## src/rtl/multi_cycle_controller_pkg.sv

```systemverilog
// Shared instruction format, opcode/funct constants and controller encodings
// for the multi-cycle MIPS datapath controller.
package multi_cycle_controller_pkg;

  typedef struct packed {
    logic [5:0] opcode;
    logic [4:0] rs;
    logic [4:0] rt;
    logic [4:0] rd;
    logic [4:0] shamt;
    logic [5:0] funct;
  } instruction_t;

  localparam logic [5:0] OP_RTYPE = 6'h00;
  localparam logic [5:0] OP_J     = 6'h02;
  localparam logic [5:0] OP_JAL   = 6'h03;
  localparam logic [5:0] OP_BEQ   = 6'h04;
  localparam logic [5:0] OP_ORI   = 6'h0D;
  localparam logic [5:0] OP_LUI   = 6'h0F;
  localparam logic [5:0] OP_LW    = 6'h23;
  localparam logic [5:0] OP_SW    = 6'h2B;

  localparam logic [5:0] FN_JR      = 6'h08;
  localparam logic [5:0] FN_SYSCALL = 6'h0C;
  localparam logic [5:0] FN_ADD     = 6'h20;
  localparam logic [5:0] FN_ADDU    = 6'h21;
  localparam logic [5:0] FN_SUB     = 6'h22;
  localparam logic [5:0] FN_SUBU    = 6'h23;

  typedef enum logic [2:0] {
    ST_FETCH  = 3'd0,
    ST_DECODE = 3'd1,
    ST_EXEC   = 3'd2,
    ST_MEM    = 3'd3,
    ST_WB     = 3'd4,
    ST_HALT   = 3'd5,
    ST_ERROR  = 3'd6
  } state_e;

  typedef enum logic [3:0] {
    CLS_OTHER   = 4'd0,
    CLS_RTYPE   = 4'd1,
    CLS_ORI     = 4'd2,
    CLS_LUI     = 4'd3,
    CLS_LW      = 4'd4,
    CLS_SW      = 4'd5,
    CLS_BEQ     = 4'd6,
    CLS_J       = 4'd7,
    CLS_JAL     = 4'd8,
    CLS_JR      = 4'd9,
    CLS_SYSCALL = 4'd10
  } instr_class_e;

  localparam logic [1:0] PC_SRC_SEQ    = 2'd0;
  localparam logic [1:0] PC_SRC_BRANCH = 2'd1;
  localparam logic [1:0] PC_SRC_JUMP   = 2'd2;
  localparam logic [1:0] PC_SRC_GPR    = 2'd3;

  localparam int unsigned WAIT_COUNT_W = 8;

  function automatic logic is_mem_class(input instr_class_e c);
    return (c == CLS_LW) || (c == CLS_SW);
  endfunction

  function automatic logic is_alu_class(input instr_class_e c);
    return (c == CLS_RTYPE) || (c == CLS_ORI) || (c == CLS_LUI);
  endfunction

endpackage

```

## src/rtl/multi_cycle_controller_instr_class_decode.sv

```systemverilog
// Combinational opcode/funct classifier feeding the controller's DECODE state.
module instr_class_decode
  import multi_cycle_controller_pkg::*;
(
  input  instruction_t i_instr,
  output instr_class_e o_class
);

  logic w_unused_fields;
  assign w_unused_fields = ^{i_instr.rs, i_instr.rt, i_instr.rd, i_instr.shamt};

  // Anything not explicitly supported falls through to CLS_OTHER and runs as a nop.
  always_comb begin
    o_class = CLS_OTHER;
    case (i_instr.opcode)
      OP_RTYPE: begin
        case (i_instr.funct)
          FN_ADD, FN_ADDU, FN_SUB, FN_SUBU: o_class = CLS_RTYPE;
          FN_JR:                            o_class = CLS_JR;
          FN_SYSCALL:                       o_class = CLS_SYSCALL;
          default:                          o_class = CLS_OTHER;
        endcase
      end
      OP_ORI:  o_class = CLS_ORI;
      OP_LUI:  o_class = CLS_LUI;
      OP_LW:   o_class = CLS_LW;
      OP_SW:   o_class = CLS_SW;
      OP_BEQ:  o_class = CLS_BEQ;
      OP_J:    o_class = CLS_J;
      OP_JAL:  o_class = CLS_JAL;
      default: o_class = CLS_OTHER;
    endcase
  end

endmodule

```

## src/rtl/multi_cycle_controller.sv

```systemverilog
// Multi-cycle MIPS control FSM with fetch/memory wait timeout and sticky
// HALT/ERROR states.
module multi_cycle_controller
  import multi_cycle_controller_pkg::*;
#(
  parameter int unsigned WAIT_LIMIT = 15
) (
  input  logic        clk,
  input  logic        rst_n,
  input  logic [31:0] instruction,
  input  logic        zero,
  input  logic        imem_ready,
  input  logic        dm_ready,
  output logic        imem_req,
  output logic        ir_write,
  output logic        pc_write,
  output logic        pc_write_cond,
  output logic [1:0]  pc_src,
  output logic        dm_req,
  output logic        dm_write_enabled,
  output logic        gpr_write_enabled,
  output logic        halted,
  output logic        mem_error,
  output logic [2:0]  state
);

  localparam logic [WAIT_COUNT_W-1:0] LP_WAIT_LAST = WAIT_COUNT_W'(WAIT_LIMIT - 1);

  state_e                  r_state;
  instr_class_e            r_class;
  logic [WAIT_COUNT_W-1:0] r_wait_count;
  logic                    r_started;

  state_e       w_next_state;
  instr_class_e w_decoded_class;
  logic         w_waiting;
  logic         w_timeout;
  logic         w_unused_zero;

  // The datapath ANDs pc_write_cond with the ALU flag itself.
  assign w_unused_zero = zero;

  instr_class_decode u_decode (
    .i_instr (instruction_t'(instruction)),
    .o_class (w_decoded_class)
  );

  assign w_waiting = r_started &&
                     (((r_state == ST_FETCH) && !imem_ready) ||
                      ((r_state == ST_MEM)   && !dm_ready));
  assign w_timeout = w_waiting && (r_wait_count == LP_WAIT_LAST);

  always_comb begin
    w_next_state = r_state;
    case (r_state)
      ST_FETCH: begin
        if (imem_ready)     w_next_state = ST_DECODE;
        else if (w_timeout) w_next_state = ST_ERROR;
      end
      ST_DECODE: begin
        case (w_decoded_class)
          CLS_SYSCALL:             w_next_state = ST_HALT;
          CLS_J, CLS_JR, CLS_OTHER: w_next_state = ST_FETCH;
          CLS_JAL:                 w_next_state = ST_WB;
          default:                 w_next_state = ST_EXEC;
        endcase
      end
      ST_EXEC: begin
        if (r_class == CLS_BEQ)       w_next_state = ST_FETCH;
        else if (is_mem_class(r_class)) w_next_state = ST_MEM;
        else if (is_alu_class(r_class)) w_next_state = ST_WB;
        else                          w_next_state = ST_FETCH;
      end
      ST_MEM: begin
        if (dm_ready)       w_next_state = (r_class == CLS_LW) ? ST_WB : ST_FETCH;
        else if (w_timeout) w_next_state = ST_ERROR;
      end
      ST_WB:    w_next_state = ST_FETCH;
      ST_HALT:  w_next_state = ST_HALT;
      ST_ERROR: w_next_state = ST_ERROR;
      default:  w_next_state = ST_FETCH;
    endcase
  end

  // r_started holds the FSM idle for the first edge after reset release so
  // that imem_req only rises once the controller is actually running.
  always_ff @(posedge clk or negedge rst_n) begin
    if (!rst_n) begin
      r_started    <= 1'b0;
      r_state      <= ST_FETCH;
      r_class      <= CLS_OTHER;
      r_wait_count <= '0;
    end else if (!r_started) begin
      r_started <= 1'b1;
    end else begin
      r_state <= w_next_state;
      if (r_state == ST_DECODE) r_class <= w_decoded_class;
      if (w_waiting && (w_next_state == r_state)) r_wait_count <= r_wait_count + 1'b1;
      else                                        r_wait_count <= '0;
    end
  end

  // Outputs are gated by r_started so reset removes every strobe asynchronously.
  always_comb begin
    imem_req          = 1'b0;
    ir_write          = 1'b0;
    pc_write          = 1'b0;
    pc_write_cond     = 1'b0;
    pc_src            = PC_SRC_SEQ;
    dm_req            = 1'b0;
    dm_write_enabled  = 1'b0;
    gpr_write_enabled = 1'b0;
    halted            = 1'b0;
    mem_error         = 1'b0;
    if (r_started) begin
      case (r_state)
        ST_FETCH: begin
          imem_req = 1'b1;
          if (imem_ready) begin
            ir_write = 1'b1;
            pc_write = 1'b1;
          end
        end
        ST_DECODE: begin
          case (w_decoded_class)
            CLS_J, CLS_JAL: begin
              pc_write = 1'b1;
              pc_src   = PC_SRC_JUMP;
            end
            CLS_JR: begin
              pc_write = 1'b1;
              pc_src   = PC_SRC_GPR;
            end
            default: pc_src = PC_SRC_SEQ;
          endcase
        end
        ST_EXEC: begin
          if (r_class == CLS_BEQ) begin
            pc_write_cond = 1'b1;
            pc_src        = PC_SRC_BRANCH;
          end
        end
        ST_MEM: begin
          dm_req           = 1'b1;
          dm_write_enabled = (r_class == CLS_SW);
        end
        ST_WB:    gpr_write_enabled = 1'b1;
        ST_HALT:  halted            = 1'b1;
        ST_ERROR: mem_error         = 1'b1;
        default:  imem_req          = 1'b0;
      endcase
    end
  end

  assign state = r_state;

endmodule

```

## config.mk

```make
export PLATFORM = sky130hd
export DESIGN_NAME = multi_cycle_controller
export DESIGN_NICKNAME = d
export VERILOG_FILES = /design/src/rtl/multi_cycle_controller_pkg.sv /design/src/rtl/multi_cycle_controller_instr_class_decode.sv /design/src/rtl/multi_cycle_controller.sv
export SDC_FILE = /design/constraint.sdc
export NUM_CORES = 1
export LEC_CHECK = 0
export BUFFER_PORTS_ARGS = -buffer_cell sky130_fd_sc_hd__buf_2
export CAP_MARGIN = 20
export CORE_MARGIN = 8
export CORE_UTILIZATION = 43
export CTS_CLUSTER_SIZE = 28
export DETAILED_ROUTE_END_ITERATION = 16
export PLACE_DENSITY = 0.8
export SYNTH_ARGS = -nofsm -noshare
export SYNTH_HDL_FRONTEND = slang
export SYNTH_SLANG_ARGS = --single-unit
```

## constraint.sdc

```tcl
create_clock -name clk -period 2.1 [get_ports clk]
set_input_delay 0.42 -clock clk [delete_from_list [all_inputs] [get_ports clk]]
set_output_delay 0.42 -clock clk [all_outputs]
set_load 0.02 [all_outputs]
```

Word level (Yosys, flattened, before mapping)
Cells that the tools add are included.
Word-level totals
  flip-flop bits (word level): 16
  logic and storage cells: 92
Cells by class
  muxes and demuxes: 37
  equal/unequal tests: 31
  add/sub/neg operators: 1
  reduce and logical (&&, ||, !) cells: 19
Operator list (number)
  $eq A6 B6 Y1 const B: 6
  $pmux W4 S8: 1
  $eq A6 B4 Y1 const B: 4
  $mux W1: 21
  $mux W3: 7
  $pmux W3 S6: 1
  $eq A4 B3 Y1 const B: 4
  $eq A4 B4 Y1 const B: 3
  $eq A6 B2 Y1 const B: 2
  $pmux W4 S3: 1
  $eq A3 B3 Y1 const B: 3
  $pmux W3 S3: 1
  $add A8 B1 Y8 const B: 1
  $eq A4 B2 Y1 const B: 2
  $eq A8 B4 Y1 const B: 1
  $mux W8: 1
  $pmux W2 S2: 2
  $eq A3 B2 Y1 const B: 2
  $eq A6 B3 Y1 const B: 1
  $logic_not A6 Y1: 1
  $reduce_or A3 Y1: 2
  $logic_and A1 B1 Y1: 5
  $eq A4 B1 Y1 const B: 1
  $logic_not A4 Y1: 1
  other kinds (10): 14

Depth between registers and ports, before layout
Gate-level depths: netlist of run 1.
  depth in word-level cells: 11
  depth in mapped cells: 7
  depth with buffers taken out: 6

Cells and area by module
A second synthesis of run 1 with hierarchy kept.
Second synthesis, totals
  cells, all modules: 143
  area total of the unflattened synthesis: 1197.4 um^2
By module, submodules not included
  multi_cycle_controller: area an instance 1048.5 um^2, sequential area each 400.4 um^2, instances 1, cells an instance 119
  instr_class_decode: area an instance 148.9 um^2, sequential area each 0.0 um^2, instances 1, cells an instance 24

Worst setup path before layout of run 1
OpenSTA, ideal clock, no wires.
  path kind: input-to-output
  from: input instruction[29]
  to: output pc_write
  arrival: 2.107 ns
  stages: 5
  path slack: -0.427 ns
  cell sequence: buf_2 -> or4_4 -> o32a_2 -> nor3_1 -> or2_2
Between the ends
  word-level cells in the longest chain between the ends: 7
RTL lines
  start: declaration: line multi_cycle_controller.sv:10  | input logic [31:0] instruction,
  $eq A6 B2 Y1, or another cell as far along: line multi_cycle_controller_instr_class_decode.sv:15  | case (i_instr.opcode)
  $pmux W4 S8 *: line multi_cycle_controller_instr_class_decode.sv:15
  $eq A4 B4 Y1 / $eq A4 B3 Y1 (equally long branches): line multi_cycle_controller.sv:125  | case (w_decoded_class)
  $reduce_or A3 Y1 (no source line) *
  $mux W1 *: line multi_cycle_controller.sv:125
  $pmux W1 S2 *: line multi_cycle_controller.sv:116  | case (r_state)
  $mux W1 *: line multi_cycle_controller.sv:115  | if (r_started) begin
  end: declaration: line multi_cycle_controller.sv:16  | output logic pc_write,
Every way passes the cells marked *; elsewhere a longest branch is shown, timed or not.

Worst setup path in the final report of run 1
  from: input instruction[26]
  to: output pc_src[0]
Between the ends
  word-level cells in the longest chain between the ends: 7
RTL lines
  $eq A6 B2 Y1, or another cell as far along: line multi_cycle_controller_instr_class_decode.sv:15
  $pmux W4 S8 *: line multi_cycle_controller_instr_class_decode.sv:15
  $eq A4 B3 Y1 / $eq A4 B4 Y1 (equally long branches): line multi_cycle_controller.sv:125
  $reduce_or A2 Y1
  $pmux W2 S2 *: line multi_cycle_controller.sv:125
  $pmux W2 S2 *: line multi_cycle_controller.sv:116
  $mux W2 *: line multi_cycle_controller.sv:115
  end: declaration: line multi_cycle_controller.sv:18  | output logic [1:0] pc_src,
Marks and branches as above.

==> flow_summary.toml, run 1 <==
[synthesis]
ys_seq_elements = 16
synth_area_leaders = "dfrtp_1 32%, nand2_1 4.5%, nor3_1 3.6%, inv_1 3.0%, nor2_1 3.0%"
yosys-top-cells-count = "16 x dfrtp_1, 15 x nand2_1, 10 x inv_1, 10 x nor2_1, 9 x nor3_1"
synthArstFlopShare_pct = 100
ys.warnings.count = 0
synth_top_area_share_pct = 31.9
synth.distinct_cells = 48
synth_edf_count = 0
syn_nets = 192
synth_ff_type = "dfrtp_1"
syn_area_um2 = 1250
syn_avg_cell_area_um2 = 8.20
yosysSeqAreaShare_pct = 31.9
syn-instance-count = 153
synth.largest_area_cell = "dfrtp_1"
synth_most_common_cell = "dfrtp_1"

[placed_design]
dp.final_hpwl_mm = 2.63
port_buffers = 29
dpl-instance-area_um2 = 1570
dp_slack_ps = -351
gp_congestion = 0.882

[die]
num_rows = 19
start_util_pct = 45.5
core_um2 = 2760
io_pins = 51
die_h_um = 70.0
die_w_um = 70.0
die-area_um2 = 4900

[setup_path]
cpPeakStageDelay_ps = 570
path_cells = "buf_6 > or4_4 > or2_4 > o31a_1 > o31ai_4 > buf_6"
end_kind = "primary output"
path_max_fanout = 3
cp.required_ps = 1680
arrival_ps = 2030
slowest_stage = "or4_4"
crit_path_start_kind = "primary input"
cp_common_cell = "buf_6"
crit_type = "primary input to primary output"

[routing]
avgViaCountPerCell = 5.90
first_pass_iters = 4
drc_errors = 0
drtAntennaViolNets = 0
route.vias.total = 1368
finalWirelength_mm = 3.51
drtIter0Drc = 154
wl_per_cell_um = 15.1

[sta]
rsz0062_at_grt = "yes"
setup_viol = 3
slew_violations = 0
hold_viol = 0
fin_crit_ps = 2450
fin_ws_ps = -347
period_share_pct = 117
skew_ps = 2.81
hold_ws_ps = 28.5
fmax_mhz = 409

[clocking]
cts_tree = "built"
clk_pin_slew_ps = 100
clk_path_buf_depth = 2
clk_latency_ps = 290
htreeDepth = 1
ctsHoldBuffers = 0
clockRootBuffer = "clkbuf_4"
cts_sinks = 16
numCtsBuffers = 3

[power]
power.density_nw_per_um2 = 606
power_switching_w = 0.000393
clockPowerShare_pct = 20.6
p_leak_nw = 0.797
cell_internal_pwr_w = 0.000629
p_total_w = 0.00102
p_comb_share_pct = 38.7
vdd_drop_max_mv = 0.454
power_switching_share_pct = 38.4
seqPwrFrac_pct = 40.6

[global_routing]
grt_overflow = 0
grt_pass1_vias = 1394
grt_max_degree = 17
track_usage_pct = 14.3
grt_pass1_wl_mm = 6.06
antenna_found_initial = 0

[final_layout]
design_area_um2 = 1690
syn2layout_area_growth_pct = 34.3
layout-drive-gt1-share_pct = 34.3
num-fill-cells = 223
diodes = 0
fin_nets = 241

[run]
drv_cap = 0

[run_status]
violations = "negative setup slack"
status = "finished, violations left"

[min_path]
hp-class = "primary input to asynchronous set/reset pin"
-- layout by cell type, fill, tap and decap left out, drive strengths merged, types with 4 or more instances in the layout --
cell type   n
a21oi       6
o31ai       5
nor2       10
buf        51
inv        10
nand3       6
nor3        9
clkbuf      4
o21ai       6
nand2b      4
or2         4
nor2b       4
nand2      15
dfrtp      16
-- flip-flops by register name, summed over array words and instances, names as in the netlist --
signal	cells
r_class	4
r_started	1
r_wait_count	8
state	3
-- path summary, 6_finish.rpt --
check | from | to | slack [ps] | depth (start not counted)
max | instruction[26] | pc_src[0] | -350 | 6
min reg2reg | r_wait_count[2]$_DFFE_PN0P_ | r_wait_count[2]$_DFFE_PN0P_ | 550 | 1
min in group clk | instruction[30] | r_class[2]$_DFFE_PN0P_ | 440 | 3
max reg2reg | state[1]$_DFFE_PN0P_ | r_wait_count[3]$_DFFE_PN0P_ | 230 | 6
min | rst_n | r_wait_count[0]$_DFFE_PN0P_ | 30 | 1
max in group asynchronous | rst_n | r_started$_DFF_PN0_ | 1770 | 1
-- layer usage --
metal	up-vias	part of all wire (%)	GRT usage [%]
li1	663	-	-
met5	-	0	0
met1	660	42	15.3
met2	36	51	24.8
met4	0	2.4	8.71
met3	9	4.8	3.11
-- critical path: cells and delay by family --
| family | cells | cell delay (ps) |
|---|---|---|
| simple gates | 2 | 830 |
| buf+inv | 2 | 240 |
| compound gates | 2 | 530 |
-- kinds of logic after synthesis --
family                     synth area share (%)
and+or+nand+nor                            36.2
AOI/OAI and AO/OA                          19.2
buffers and inverters                      5.88
DFF                                        31.9
xor gates and xnor gates                   2.09
muxes                                      2.39
adders and majority gates                  1.99
other                                     0.299
-- final cells by class --
class	instances	area [µm²]	area share, %
multi-input cells	120	832	49.4
clock buffers	4	36.3	2.15
inverters	10	37.5	2.23
repair buffers	51	339	20.1
well taps	31	38.8	2.30
flip-flops and latches	16	402	23.8
-- per-stage QoR --
step                      TNS [ps]  std cells  utilization, %
after detailed placement      -769        226            57.0
after CTS                     -641        232            60.8
after floorplan               -502        153               -
after global placement        -726        226            57.0
final                         -664        232            61.1
after global routing          -774        232            61.1
-- timing repair --
action | CTS | global route
gates resized for setup | 12 | 3
pin swaps | 5 | 3
setup endpoints to repair | 3 | 5
buffers inserted | 2 | 0
-- power groups by stage --
stage          Combinational, W  Sequential [W]  Clock [W]
2_1_floorplan          0.000231        0.000418          0
3_3_place_gp           0.000366        0.000413          0
3_5_place_dp           0.000381        0.000417          0
4_1_cts                0.000392        0.000410   0.000215
5_1_grt                0.000431        0.000423   0.000233
6_report               0.000396        0.000415   0.000211
Power figures use the tool's default switching activity.
==> run 2, diff against run 1 <==
--- a/config.mk
+++ b/config.mk
@@ -11,6 +11,7 @@
 export CORE_UTILIZATION = 43
 export CTS_CLUSTER_SIZE = 28
 export DETAILED_ROUTE_END_ITERATION = 16
+export GPL_TIMING_DRIVEN = 0
 export PLACE_DENSITY = 0.8
 export SYNTH_ARGS = -nofsm -noshare
 export SYNTH_HDL_FRONTEND = slang
==> flow_summary.toml, run 2 (synthesis results as in run 1) <==
[power]
power.density_nw_per_um2 = 633
p_leak_nw = 0.727
vdd_drop_max_mv = 0.430
p_total_w = 0.000997

[final_layout]
diodes = 0
layout_commonest_cell = "buf_2"
final-seq-area_um2 = 400
layout_common_cells = "24 x buf_2, 16 x dfrtp_1, 15 x nand2_1"
final_util_pct = 57.2
multi_input_area_um2 = 818
layout-drive-gt1-share_pct = 27.7
top_register = "r_wait_count"
syn2layout_area_growth_pct = 25.6
largest_reg_flops = 8
fin_nets = 228
num-fill-cells = 255

[routing]
first_pass_iters = 4
drtAntennaViolNets = 0
drc_errors = 0
route.vias.total = 1304
drtIter0Drc = 138
finalWirelength_mm = 3.45
wl_per_cell_um = 15.7
avgViaCountPerCell = 5.95

[sta]
rsz0062_at_grt = "yes"
hold_viol = 0
fin_setup_tns_ps = -751
fin_crit_ps = 2440
slew_headroom_pct = 58.8
setup_viol = 3
fmax_mhz = 410
worst_pin_slew_ps = 611
period_share_pct = 116
slew_violations = 0
fin_ws_ps = -340
skew_ps = 4.11

[global_routing]
track_usage_pct = 13.2
grt_pass1_vias = 1347
grt_use_met1_pct = 14.7
use_met3_pct = 3.67
grt_overflow = 0
grt_max_degree = 17
grt_pass1_wl_mm = 5.58
top_usage_layer = "met2"
antenna_found_initial = 0
grt_util_met2_pct = 21.0

[setup_path]
cp.required_ps = 1680
cpPeakStageDelay_ps = 570
crit_path_start_kind = "primary input"
end_kind = "primary output"
slowest_stage = "or4_4"
path_cells = "buf_12 > or4_4 > or2_1 > o31a_1 > o31ai_4 > buf_6"
crit_type = "primary input to primary output"
arrival_ps = 2020
path_max_fanout = 3

[die]
num_rows = 19
die-area_um2 = 4900
start_util_pct = 45.5
core_um2 = 2760
die_w_um = 70.0
die_h_um = 70.0
io_pins = 51

[clocking]
clk_path_buf_depth = 2
ctsHoldBuffers = 0
numCtsBuffers = 3
clockRootBuffer = "clkbuf_4"
clk_latency_ps = 290
htreeDepth = 1
cts_sinks = 16
cts_tree = "built"
clk_pin_slew_ps = 100

[placed_design]
dp_slack_ps = -403
gp_congestion = 0.860
port_buffers = 27
dp.final_hpwl_mm = 2.57

[run]
drv_cap = 0

[run_status]
violations = "negative setup slack"
status = "finished, violations left"

[min_path]
hp-class = "primary input to asynchronous set/reset pin"
## run 2: cell types whose count changed in the layout (fill, tap and decap cells not counted), sizes merged
| cell | delta |
|---|---|
| clkbuf | +5 |
| buf | -18 |
## run 2: layout make-up
class | instances | share of cell area [%]
tap | 31 | 2.46
multi-input combinational | 120 | 51.9
buffer | 7 | 3.25
inverter | 10 | 2.38
timing repair buffer | 31 | 12.3
clock buffer | 4 | 2.30
sequential | 16 | 25.4
## run 2: where the power goes
part           total [W]  switching [W]  leakage [nW]  internal, W
logic           0.000377       0.000225         0.491     0.000152
registers       0.000412      0.0000579         0.214     0.000354
clock network   0.000208       0.000102        0.0210     0.000106
total           0.000997       0.000385         0.727     0.000612
## run 2: critical path, delay by kind of cell
kind | cells | cell delay, ps
and+or+nand+nor | 2 | 830
AOI/OAI and AO/OA | 2 | 520
buffers and inverters | 2 | 250
## run 2: what timing repair did
item / 4_1_cts / 5_1_grt
setup endpoints to repair: 4 / 4
pin swaps: 4 / 2
hold endpoints to repair: 0 / 0
setup buffers: 3 / 1
gates resized for setup: 12 / 6
gates cloned: 0 / 0
## run 2: final timing paths
check	startpoint	to	slack (ps)	cells after the start
worst max-delay path	instruction[26]	pc_src[0]	-340	6
worst min-delay path	rst_n	r_started$_DFF_PN0_	30	1
worst max register to register	state[1]$_DFFE_PN0P_	r_wait_count[4]$_DFFE_PN0P_	210	6
worst min register to register	r_wait_count[7]$_DFFE_PN0P_	r_wait_count[7]$_DFFE_PN0P_	540	1
max in group asynchronous	rst_n	r_wait_count[3]$_DFFE_PN0P_	1810	1
min in group clk	instruction[30]	r_class[2]$_DFFE_PN0P_	360	2
## run 2: through the flow
step                cell area [µm²]  hold slack [ps]  std cells
floorplan                      1280              124        153
global placement               1450              349        211
detailed placement             1450              353        211
CTS                            1550             30.5        218
global route                   1580             44.0        219
finish                         1580             26.4        219
## run 2: routing by layer
| layer | wire length, µm | vias to the layer above | part of all wire (%) |
|---|---|---|---|
| li1 | - | 635 | - |
| met3 | 228 | 11 | 6.6 |
| met1 | 1460 | 607 | 42 |
| met4 | 96 | 0 | 2.8 |
| met2 | 1660 | 51 | 48 |
| met5 | 0 | - | 0 |
==> run 3, diff against run 2 <==
--- a/config.mk
+++ b/config.mk
@@ -8,11 +8,11 @@
 export BUFFER_PORTS_ARGS = -buffer_cell sky130_fd_sc_hd__buf_2
 export CAP_MARGIN = 20
 export CORE_MARGIN = 8
-export CORE_UTILIZATION = 43
+export CORE_UTILIZATION = 52
 export CTS_CLUSTER_SIZE = 28
 export DETAILED_ROUTE_END_ITERATION = 16
 export GPL_TIMING_DRIVEN = 0
-export PLACE_DENSITY = 0.8
+export PLACE_DENSITY = 0.9
 export SYNTH_ARGS = -nofsm -noshare
 export SYNTH_HDL_FRONTEND = slang
 export SYNTH_SLANG_ARGS = --single-unit
==> constraint.sdc (replaced) <==
create_clock -name clk -period 3.1 [get_ports clk]
set_input_delay 0.62 -clock clk [delete_from_list [all_inputs] [get_ports clk]]
set_output_delay 0.62 -clock clk [all_outputs]
set_load 0.02 [all_outputs]
==> flow_summary.toml, run 3 (synthesis results as in run 1) <==
[run_status]
status = "finished clean"

[final_layout]
largest_reg_flops = 8
fin_cells = 214
top_register = "r_wait_count"
layout-drive-gt1-share_pct = 22.8
layout_common_cells = "29 x buf_2, 16 x dfrtp_1, 15 x nand2_1"
diodes = 0
final_util_pct = 61.3
fin_nets = 224
num-fill-cells = 234
layout_commonest_cell = "buf_2"
final-seq-area_um2 = 400
multi_input_area_um2 = 781
syn2layout_area_growth_pct = 16.6

[power]
p_comb_share_pct = 36.4
power_switching_w = 0.000249
cell_internal_pwr_w = 0.000401
seqPwrFrac_pct = 42.6
power.density_nw_per_um2 = 444
p_leak_nw = 0.688
clockPowerShare_pct = 21.0
p_total_w = 0.000650
vdd_drop_max_mv = 0.273
power_switching_share_pct = 38.3

[global_routing]
grt_pass1_vias = 1186
antenna_found_initial = 0
grt_overflow = 0
track_usage_pct = 14.3
grt_max_degree = 17
grt_pass1_wl_mm = 5.12

[sta]
skew_ps = 3.19
hold_viol = 0
rsz0062_at_grt = "no"
setup_viol = 0
fin_setup_tns_ps = 0
slew_headroom_pct = 62.6
fin_crit_ps = 2950
worst_pin_slew_ps = 554
slew_violations = 0
fmax_mhz = 339
period_share_pct = 95.1
hold_ws_ps = 228

[clocking]
cts_sinks = 16
numCtsBuffers = 3
htreeDepth = 1
clockRootBuffer = "clkbuf_4"
ctsHoldBuffers = 0
clk_latency_ps = 280
clk_pin_slew_ps = 90
cts_tree = "built"
cts_resized = 0
clk_path_buf_depth = 2
post_cts_buffers = 0

[placed_design]
port_buffers = 27
dp_cells = 210
dp.final_hpwl_mm = 2.43
gp_congestion = 0.872

[die]
num_rows = 18
start_util_pct = 52.6
die_w_um = 65.1
die-area_um2 = 4240
core_um2 = 2390
io_pins = 51
die_h_um = 65.1

[setup_path]
crit_type = "primary input to primary output"
cp.required_ps = 2480
crit_path_start_kind = "primary input"
arrival_ps = 2330
path_max_fanout = 10
end_kind = "primary output"

[routing]
finalWirelength_mm = 3.11
drc_errors = 0
route.vias.total = 1267
drtAntennaViolNets = 0
drtIter0Drc = 103
wl_per_cell_um = 14.5
avgViaCountPerCell = 5.92
first_pass_iters = 4

[run]
drv_cap = 0

[min_path]
hp-class = "primary input to asynchronous set/reset pin"
## run 3: cell types whose count changed in the layout (fill, tap and decap cells not counted), moves of 2 or more
cell / delta
buf_4: -4
buf_2: +5
clkbuf_4: -2
buf_6: -2
## run 3: final timing paths
kind / startpoint / to / slack (ps) / cells past startpoint
max: instruction[29] / pc_src[0] / 150 / 6
min: rst_n / r_wait_count[6]$_DFFE_PN0P_ / 230 / 1
max reg2reg: state[1]$_DFFE_PN0P_ / r_wait_count[4]$_DFFE_PN0P_ / 1190 / 6
min reg2reg: r_class[2]$_DFFE_PN0P_ / r_class[2]$_DFFE_PN0P_ / 560 / 2
max in group asynchronous: rst_n / r_started$_DFF_PN0_ / 2610 / 1
min in group clk: r_class[2]$_DFFE_PN0P_ / r_class[2]$_DFFE_PN0P_ / 560 / 2
## run 3: routing by layer
metal	part of all wire (%)	up-vias	global-route usage, %
li1	-	629	-
met1	43	595	18.4
met2	50	39	23.5
met3	6.6	4	3.57
met4	0.71	0	3.27
met5	0	-	0
## run 3: power by group through the flow
stage	combinational, W	clock (W)	sequential, W
CTS	0.000236	0.000138	0.000275
detailed placement	0.000235	0	0.000280
finish	0.000237	0.000136	0.000277
floorplan	0.000154	0	0.000283
global placement	0.000225	0	0.000277
global route	0.000262	0.000149	0.000281
## run 3: metrics by stage
| step | setup slack, ps | instance area, µm² |
|---|---|---|
| 2_1_floorplan | 173 | 1250 |
| 3_3_place_gp | 184 | 1430 |
| 3_5_place_dp | 162 | 1430 |
| 4_1_cts | 160 | 1460 |
| 5_1_grt | 70.6 | 1460 |
| 6_report | 151 | 1460 |
## run 3: layout make-up
| type | count | area share (%) |
|---|---|---|
| multi-input combinational | 120 | 53.3 |
| sequential | 16 | 27.4 |
| timing repair buffer | 27 | 9.23 |
| inverter | 10 | 2.56 |
| tap | 30 | 2.56 |
| clock buffer | 4 | 2.48 |
| buffer | 7 | 2.48 |
## run 3: critical path, cell delays in order
cell and delay, ps:
buf_2 150, or4_4 560, or2_1 260, o31a_1 310, o31ai_2 220, buf_2 200
